$ cat src/rtl/minmax_tracker_8bit_if.sv
// Bus bundle between the min/max tracker, its upstream sample source, the external
// comparator and the statistics consumer.
interface minmax_tracker_8bit_if #(
    parameter int unsigned COUNT_W = 8
);
    logic               in_valid;
    logic               in_ready;
    logic [7:0]         in_data;
    logic [7:0]         cmp_a;
    logic [7:0]         cmp_b;
    logic               cmp_eq;
    logic               cmp_gt;
    logic [7:0]         max_val;
    logic [7:0]         min_val;
    logic [COUNT_W-1:0] sample_cnt;
    logic [COUNT_W-1:0] eq_cnt;
    logic               res_valid;
    logic               cmp_err;

    modport master (
        output in_valid, in_data, cmp_eq, cmp_gt,
        input  in_ready, cmp_a, cmp_b, max_val, min_val, sample_cnt, eq_cnt, res_valid, cmp_err
    );

    modport slave (
        input  in_valid, in_data, cmp_eq, cmp_gt,
        output in_ready, cmp_a, cmp_b, max_val, min_val, sample_cnt, eq_cnt, res_valid, cmp_err
    );
endinterface

$ cat src/rtl/minmax_tracker_8bit.sv
// Running max/min tracker that drives an external gate-level comparator and samples its
// EE/GG outputs after a programmable settle time.
module minmax_tracker_8bit #(
    parameter int unsigned SETTLE_CYCLES = 60,
    parameter int unsigned COUNT_W       = 8
) (
    input logic                 clk,
    input logic                 rst,
    minmax_tracker_8bit_if.slave bus
);

    typedef enum logic [1:0] {StIdle, StCmpMax, StCmpMin, StDone} state_e;

    localparam logic [7:0] SettleLoad = 8'(SETTLE_CYCLES - 1);

    state_e             state_q, state_d;
    logic [7:0]         s_q, s_d;
    logic [7:0]         max_q, max_d;
    logic [7:0]         min_q, min_d;
    logic [7:0]         cmp_a_q, cmp_a_d;
    logic [7:0]         cmp_b_q, cmp_b_d;
    logic [7:0]         cnt_q, cnt_d;
    logic [COUNT_W-1:0] sample_cnt_q, sample_cnt_d;
    logic [COUNT_W-1:0] eq_cnt_q, eq_cnt_d;
    logic               err_q, err_d;
    logic               has_data_q, has_data_d;

    function automatic logic [COUNT_W-1:0] sat_inc(input logic [COUNT_W-1:0] v);
        return (&v) ? v : v + 1'b1;
    endfunction

    always_ff @(posedge clk) begin
        if (rst) begin
            state_q      <= StIdle;
            s_q          <= '0;
            max_q        <= '0;
            min_q        <= '0;
            cmp_a_q      <= '0;
            cmp_b_q      <= '0;
            cnt_q        <= '0;
            sample_cnt_q <= '0;
            eq_cnt_q     <= '0;
            err_q        <= 1'b0;
            has_data_q   <= 1'b0;
        end else begin
            state_q      <= state_d;
            s_q          <= s_d;
            max_q        <= max_d;
            min_q        <= min_d;
            cmp_a_q      <= cmp_a_d;
            cmp_b_q      <= cmp_b_d;
            cnt_q        <= cnt_d;
            sample_cnt_q <= sample_cnt_d;
            eq_cnt_q     <= eq_cnt_d;
            err_q        <= err_d;
            has_data_q   <= has_data_d;
        end
    end

    // sample_cnt is bumped on entry to StDone so it already includes the sample
    // while res_valid is high.
    always_comb begin
        state_d      = state_q;
        s_d          = s_q;
        max_d        = max_q;
        min_d        = min_q;
        cmp_a_d      = cmp_a_q;
        cmp_b_d      = cmp_b_q;
        cnt_d        = cnt_q;
        sample_cnt_d = sample_cnt_q;
        eq_cnt_d     = eq_cnt_q;
        err_d        = err_q;
        has_data_d   = has_data_q;

        unique case (state_q)
            StIdle: begin
                if (bus.in_valid) begin
                    s_d = bus.in_data;
                    if (!has_data_q) begin
                        max_d        = bus.in_data;
                        min_d        = bus.in_data;
                        has_data_d   = 1'b1;
                        sample_cnt_d = sat_inc(sample_cnt_q);
                        state_d      = StDone;
                    end else begin
                        cmp_a_d = bus.in_data;
                        cmp_b_d = max_q;
                        cnt_d   = SettleLoad;
                        state_d = StCmpMax;
                    end
                end
            end
            StCmpMax: begin
                if (cnt_q == 8'd0) begin
                    // EE wins over GG; both high is a comparator fault.
                    if (bus.cmp_eq) begin
                        eq_cnt_d = sat_inc(eq_cnt_q);
                        if (bus.cmp_gt) err_d = 1'b1;
                    end else if (bus.cmp_gt) begin
                        max_d = s_q;
                    end
                    cmp_b_d = min_q;
                    cnt_d   = SettleLoad;
                    state_d = StCmpMin;
                end else begin
                    cnt_d = cnt_q - 8'd1;
                end
            end
            StCmpMin: begin
                if (cnt_q == 8'd0) begin
                    if (bus.cmp_eq && bus.cmp_gt) begin
                        err_d = 1'b1;
                    end else if (!bus.cmp_eq && !bus.cmp_gt) begin
                        min_d = s_q;
                    end
                    sample_cnt_d = sat_inc(sample_cnt_q);
                    state_d      = StDone;
                end else begin
                    cnt_d = cnt_q - 8'd1;
                end
            end
            StDone: begin
                state_d = StIdle;
            end
        endcase
    end

    assign bus.in_ready   = (state_q == StIdle);
    assign bus.res_valid  = (state_q == StDone);
    assign bus.cmp_a      = cmp_a_q;
    assign bus.cmp_b      = cmp_b_q;
    assign bus.max_val    = max_q;
    assign bus.min_val    = min_q;
    assign bus.sample_cnt = sample_cnt_q;
    assign bus.eq_cnt     = eq_cnt_q;
    assign bus.cmp_err    = err_q;

endmodule
$ cat src/flat_wrapper.sv
// flat-port wrapper written by rule: the top's interface ports become plain ports
module minmax_tracker_8bit_flat 
#(
    parameter int unsigned SETTLE_CYCLES = 60,
    parameter int unsigned COUNT_W       = 8
)
  (clk, rst, bus_in_valid, bus_in_data, bus_cmp_eq, bus_cmp_gt, bus_in_ready, bus_cmp_a, bus_cmp_b, bus_max_val, bus_min_val, bus_sample_cnt, bus_eq_cnt, bus_res_valid, bus_cmp_err);
  minmax_tracker_8bit_if #(.COUNT_W(COUNT_W)) bus_i ();
  input logic clk;
  input logic rst;
  input wire logic [$bits(bus_i.in_valid)-1:0] bus_in_valid;
  input wire logic [$bits(bus_i.in_data)-1:0] bus_in_data;
  input wire logic [$bits(bus_i.cmp_eq)-1:0] bus_cmp_eq;
  input wire logic [$bits(bus_i.cmp_gt)-1:0] bus_cmp_gt;
  output wire logic [$bits(bus_i.in_ready)-1:0] bus_in_ready;
  output wire logic [$bits(bus_i.cmp_a)-1:0] bus_cmp_a;
  output wire logic [$bits(bus_i.cmp_b)-1:0] bus_cmp_b;
  output wire logic [$bits(bus_i.max_val)-1:0] bus_max_val;
  output wire logic [$bits(bus_i.min_val)-1:0] bus_min_val;
  output wire logic [$bits(bus_i.sample_cnt)-1:0] bus_sample_cnt;
  output wire logic [$bits(bus_i.eq_cnt)-1:0] bus_eq_cnt;
  output wire logic [$bits(bus_i.res_valid)-1:0] bus_res_valid;
  output wire logic [$bits(bus_i.cmp_err)-1:0] bus_cmp_err;
  assign bus_i.in_valid = bus_in_valid;
  assign bus_i.in_data = bus_in_data;
  assign bus_i.cmp_eq = bus_cmp_eq;
  assign bus_i.cmp_gt = bus_cmp_gt;
  assign bus_in_ready = bus_i.in_ready;
  assign bus_cmp_a = bus_i.cmp_a;
  assign bus_cmp_b = bus_i.cmp_b;
  assign bus_max_val = bus_i.max_val;
  assign bus_min_val = bus_i.min_val;
  assign bus_sample_cnt = bus_i.sample_cnt;
  assign bus_eq_cnt = bus_i.eq_cnt;
  assign bus_res_valid = bus_i.res_valid;
  assign bus_cmp_err = bus_i.cmp_err;
  minmax_tracker_8bit #(.SETTLE_CYCLES(SETTLE_CYCLES), .COUNT_W(COUNT_W)) u_core (.clk(clk), .rst(rst), .bus(bus_i));
endmodule
$ cat config.mk
export PLATFORM = sky130hd
export DESIGN_NAME = minmax_tracker_8bit_flat
export DESIGN_NICKNAME = d
export VERILOG_FILES = /design/src/rtl/minmax_tracker_8bit_if.sv /design/src/rtl/minmax_tracker_8bit.sv /design/src/flat_wrapper.sv
export SDC_FILE = /design/constraint.sdc
export NUM_CORES = 1
export LEC_CHECK = 0
export BUFFER_PORTS_ARGS = -buffer_cell sky130_fd_sc_hd__buf_4
export CAP_MARGIN = 20
export CORE_MARGIN = 2
export CORE_UTILIZATION = 35
export DETAILED_ROUTE_END_ITERATION = 10
export GPL_TIMING_DRIVEN = 1
export PLACE_DENSITY = 0.67
export SLEW_MARGIN = 10
export SYNTH_ARGS = -nofsm -noshare
export SYNTH_HDL_FRONTEND = slang
export SYNTH_SLANG_ARGS = --single-unit
export TNS_END_PERCENT = 50
$ cat constraint.sdc
create_clock -name clk -period 2.4 [get_ports clk]
set_input_delay 0.48 -clock clk [delete_from_list [all_inputs] [get_ports clk]]
set_output_delay 0.48 -clock clk [all_outputs]
set_load 0.03 [all_outputs]
==> impl_metrics.toml <==
[detailed_routing]
vias = 3069
wl_per_cell_um = 15.2
firstDrtPassIters = 4
viasPerCell = 5.37
finalWirelength_um = 8720
drtAntennaViolNets = 0
drtIter0Drc = 183
drc = 0

[cts]
clkTransAtPathRegs_ns = 0.08
htreeDepth = 3
clockBufferDepth = 2
cts_made_buffers = 9
root_buffer = "clkbuf_8"
cts_setup_buffers = 0
cts-resized-gates = 0
tritoncts = "done"
hold_buffers = 0
cts.sinks = 68
clock_latency_ns = 0.35

[setup_path]
start_kind = "flop"
reg2reg_slack_ns = 0.16
worstReg2RegStart = "u_core.state_q[0]$_SDFFE_PP0P_"
crit_required_ns = 2.63
rr_endpoint = "u_core.bus.sample_cnt[2]$_SDFFE_PP0P_"
cpMaxStageDelayCell = "a21boi_1"
cp_slowest_stage_delay_ns = 0.65
critPathMaxFanout = 12
r2r_cells = 6
critical_path.cell_chain = "inv_1, ha_1, nand3b_1, a21boi_1, nor4b_1, mux2_2"
criticalPathCategory = "flop to flop"
critPathBufInv = 1
worstPathArrival_ns = 2.47
cp_top_family = "compound AO/OA/AOI/OAI gates"
setup.worst_path.end_class = "flop"

[synthesis]
synth_edf_count = 0
synth_top_family_by_area = "compound AO/OA/AOI/OAI gates"
yosysSeqAreaShare_pct = 40.8
syn_nets = 398
synthCells = 378
yosys.area_share.xor_xnor_pct = 0.263
synthSimpleGateAreaFrac_pct = 17.2
syn-cell-area_sq_um = 3330
yosys-top-cells-area = "dfxtp_1 41%, a21oi_1 8.4%, mux2i_1 7.5%"
netlist.area_leader.share_pct = 40.8
synthArstFlopShare_pct = 0
synth_area_per_cell_sq_um = 8.82
ys.flop_type = "dfxtp_1"
yosys-mux-area-fraction_pct = 9.53
ys_ff_latch = 68
synthAdderAreaFrac_pct = 2.63
synth_compound_area_share_pct = 24.8
yosys_warnings = 0
ys_types = 54
yosysTopAreaCell = "dfxtp_1"

[placed_design]
place_ws_ns = 0.205
gp_congestion = 0.841
place_hpwl_um = 6240
portBuffers = 63

[cells_and_area]
nFillCells = 931
syn_to_final_growth_pct = 24.7
mostFrequentLayoutCells = "74 x buf_4, 68 x dfxtp_1, 56 x a21oi_1"
drive_gt1_share_pct = 23.9
final_common_cell = "buf_4"
nets = 458
fin_util_pct = 45.0
diodes = 0

[die]
top_level_ports = 64
die_h_um = 102
placeableCoreArea_sq_um = 9240
rows = 35
die_x_um = 102
fp.dieArea_sq_um = 10300
start_util_pct = 36.1

[job]
max_cap_viol_count = 0

[global_route]
grt_pass1_vias = 2862
grt_pass1_wl_um = 14000
antenna_found_initial = 0
overflow = 0
grt_max_degree = 50
grt_usage_pct = 17.0

[timing]
max_clock_freq_mhz = 446
setup_slack_ns = 0.156
min_period_over_period_pct = 93.5
period_needed_ns = 2.24
setup_viol = 0
rsz0062_at_grt = "false"
relSlewSlack_pct = 41.5
slew_violations = 0
tns_ns = 0
hold_viol = 0
skew_ns = 0.0125
whs_ns = 0.400
tightestPinTransition_ns = 0.869

[hold_path]
min-delay-start = "bus_in_data[6]"
whs_endpoint = "u_core.bus.cmp_a[6]$_SDFFE_PP0P_"
hold_depth = 3
hold_path.class = "primary input to flop"

[power_and_ir_drop]
p_per_area_nw_per_um2 = 1260
ir_drop_mv = 0.399
power.leakage_nw = 1.62

[run_status]
status = "complete, no violations"
-- worst reg2reg max path, delay by kind of cell (launching register included) --
kind | cells | cell delay, ns
fa+ha+maj | 1 | 0.36
simple gates | 2 | 0.35
compound gates | 1 | 0.65
flops | 1 | 0.39
mux | 1 | 0.30
buf+inv | 1 | 0.08
-- worst max-delay path by stage --
stage	slack, ns	endpoint	from	cells after the start
after floorplan	0.11	u_core.bus.max_val[5]$_SDFFE_PP0P_	u_core.state_q[0]$_SDFFE_PP0P_	8
after global placement	0.27	u_core.bus.sample_cnt[4]$_SDFFE_PP0P_	u_core.state_q[0]$_SDFFE_PP0P_	6
after detailed placement	0.20	u_core.bus.sample_cnt[1]$_SDFFE_PP0P_	u_core.state_q[1]$_SDFFE_PP0P_	6
after CTS	0.17	u_core.bus.sample_cnt[2]$_SDFFE_PP0P_	u_core.state_q[0]$_SDFFE_PP0P_	6
after global routing	0.02	u_core.bus.sample_cnt[1]$_SDFFE_PP0P_	u_core.state_q[1]$_SDFFE_PP0P_	6
final	0.16	u_core.bus.sample_cnt[2]$_SDFFE_PP0P_	u_core.state_q[0]$_SDFFE_PP0P_	6
-- cells by family after synthesis --
group                    count (synthesis)
AO/OA/AOI/OAI                          123
adder cells (fa/ha/maj)                  7
AND/OR/NAND/NOR                        110
multiplexers                            31
buffers and inverters                   38
XOR/XNOR                                 1
flip-flops                              68
-- state kept, by name, indices dropped and copies added, names as in the netlist --
| register | flops |
|---|---|
| u_core.bus.cmp_a | 8 |
| u_core.bus.cmp_b | 8 |
| u_core.bus.cmp_err | 1 |
| u_core.bus.eq_cnt | 8 |
| u_core.bus.max_val | 8 |
| u_core.bus.min_val | 8 |
| u_core.bus.sample_cnt | 8 |
| u_core.cnt_q | 8 |
| u_core.has_data_q | 1 |
| u_core.s_q | 8 |
| u_core.state_q | 2 |
-- Yosys cell counts, drive strengths merged, types with 6 or more instances --
| library cell | n |
|---|---|
| nor2 | 13 |
| nor4 | 9 |
| clkbuf | 13 |
| a211oi | 9 |
| o21ai | 14 |
| a21oi | 56 |
| a311oi | 17 |
| ha | 7 |
| nand2 | 40 |
| nand3 | 9 |
| o31ai | 6 |
| mux2 | 6 |
| nor2b | 8 |
| dfxtp | 68 |
| buf | 12 |
| inv | 13 |
| mux2i | 25 |
-- metal layers --
layer  track usage (%)  share of wire, %
met1              23.2                48
met2              26.5                46
met3              4.00               4.6
met4              5.51               1.6
met5                 0                 0
-- metrics by stage --
step                cell area (sq um)  std cells  power, mW
global placement                 3940        556       4.15
global route                     4160        572       5.56
floorplan                        3330        378       3.43
finish                           4160        572       5.24
CTS                              4160        572       5.26
detailed placement               3940        556       4.22
-- cell type report --
cell class                      count  area (sq um)  area share [%]
Timing Repair Buffer               74           556            13.4
Clock buffer                       10           128            3.07
Inverter                           13          48.8            1.17
Tap cell                          129           161            3.88
Sequential cell                    68          1360            32.8
Multi-Input combinational cell    272          1810            43.6
Clock inverter                      6          88.8            2.14
-- power breakdown --
part / switching (mW) / total [mW] / internal, mW
registers: 0.263 / 1.67 / 1.41
clock network: 0.453 / 1.04 / 0.585
logic: 1.56 / 2.53 / 0.968
Note: power is estimated with default switching activity, not from simulation.
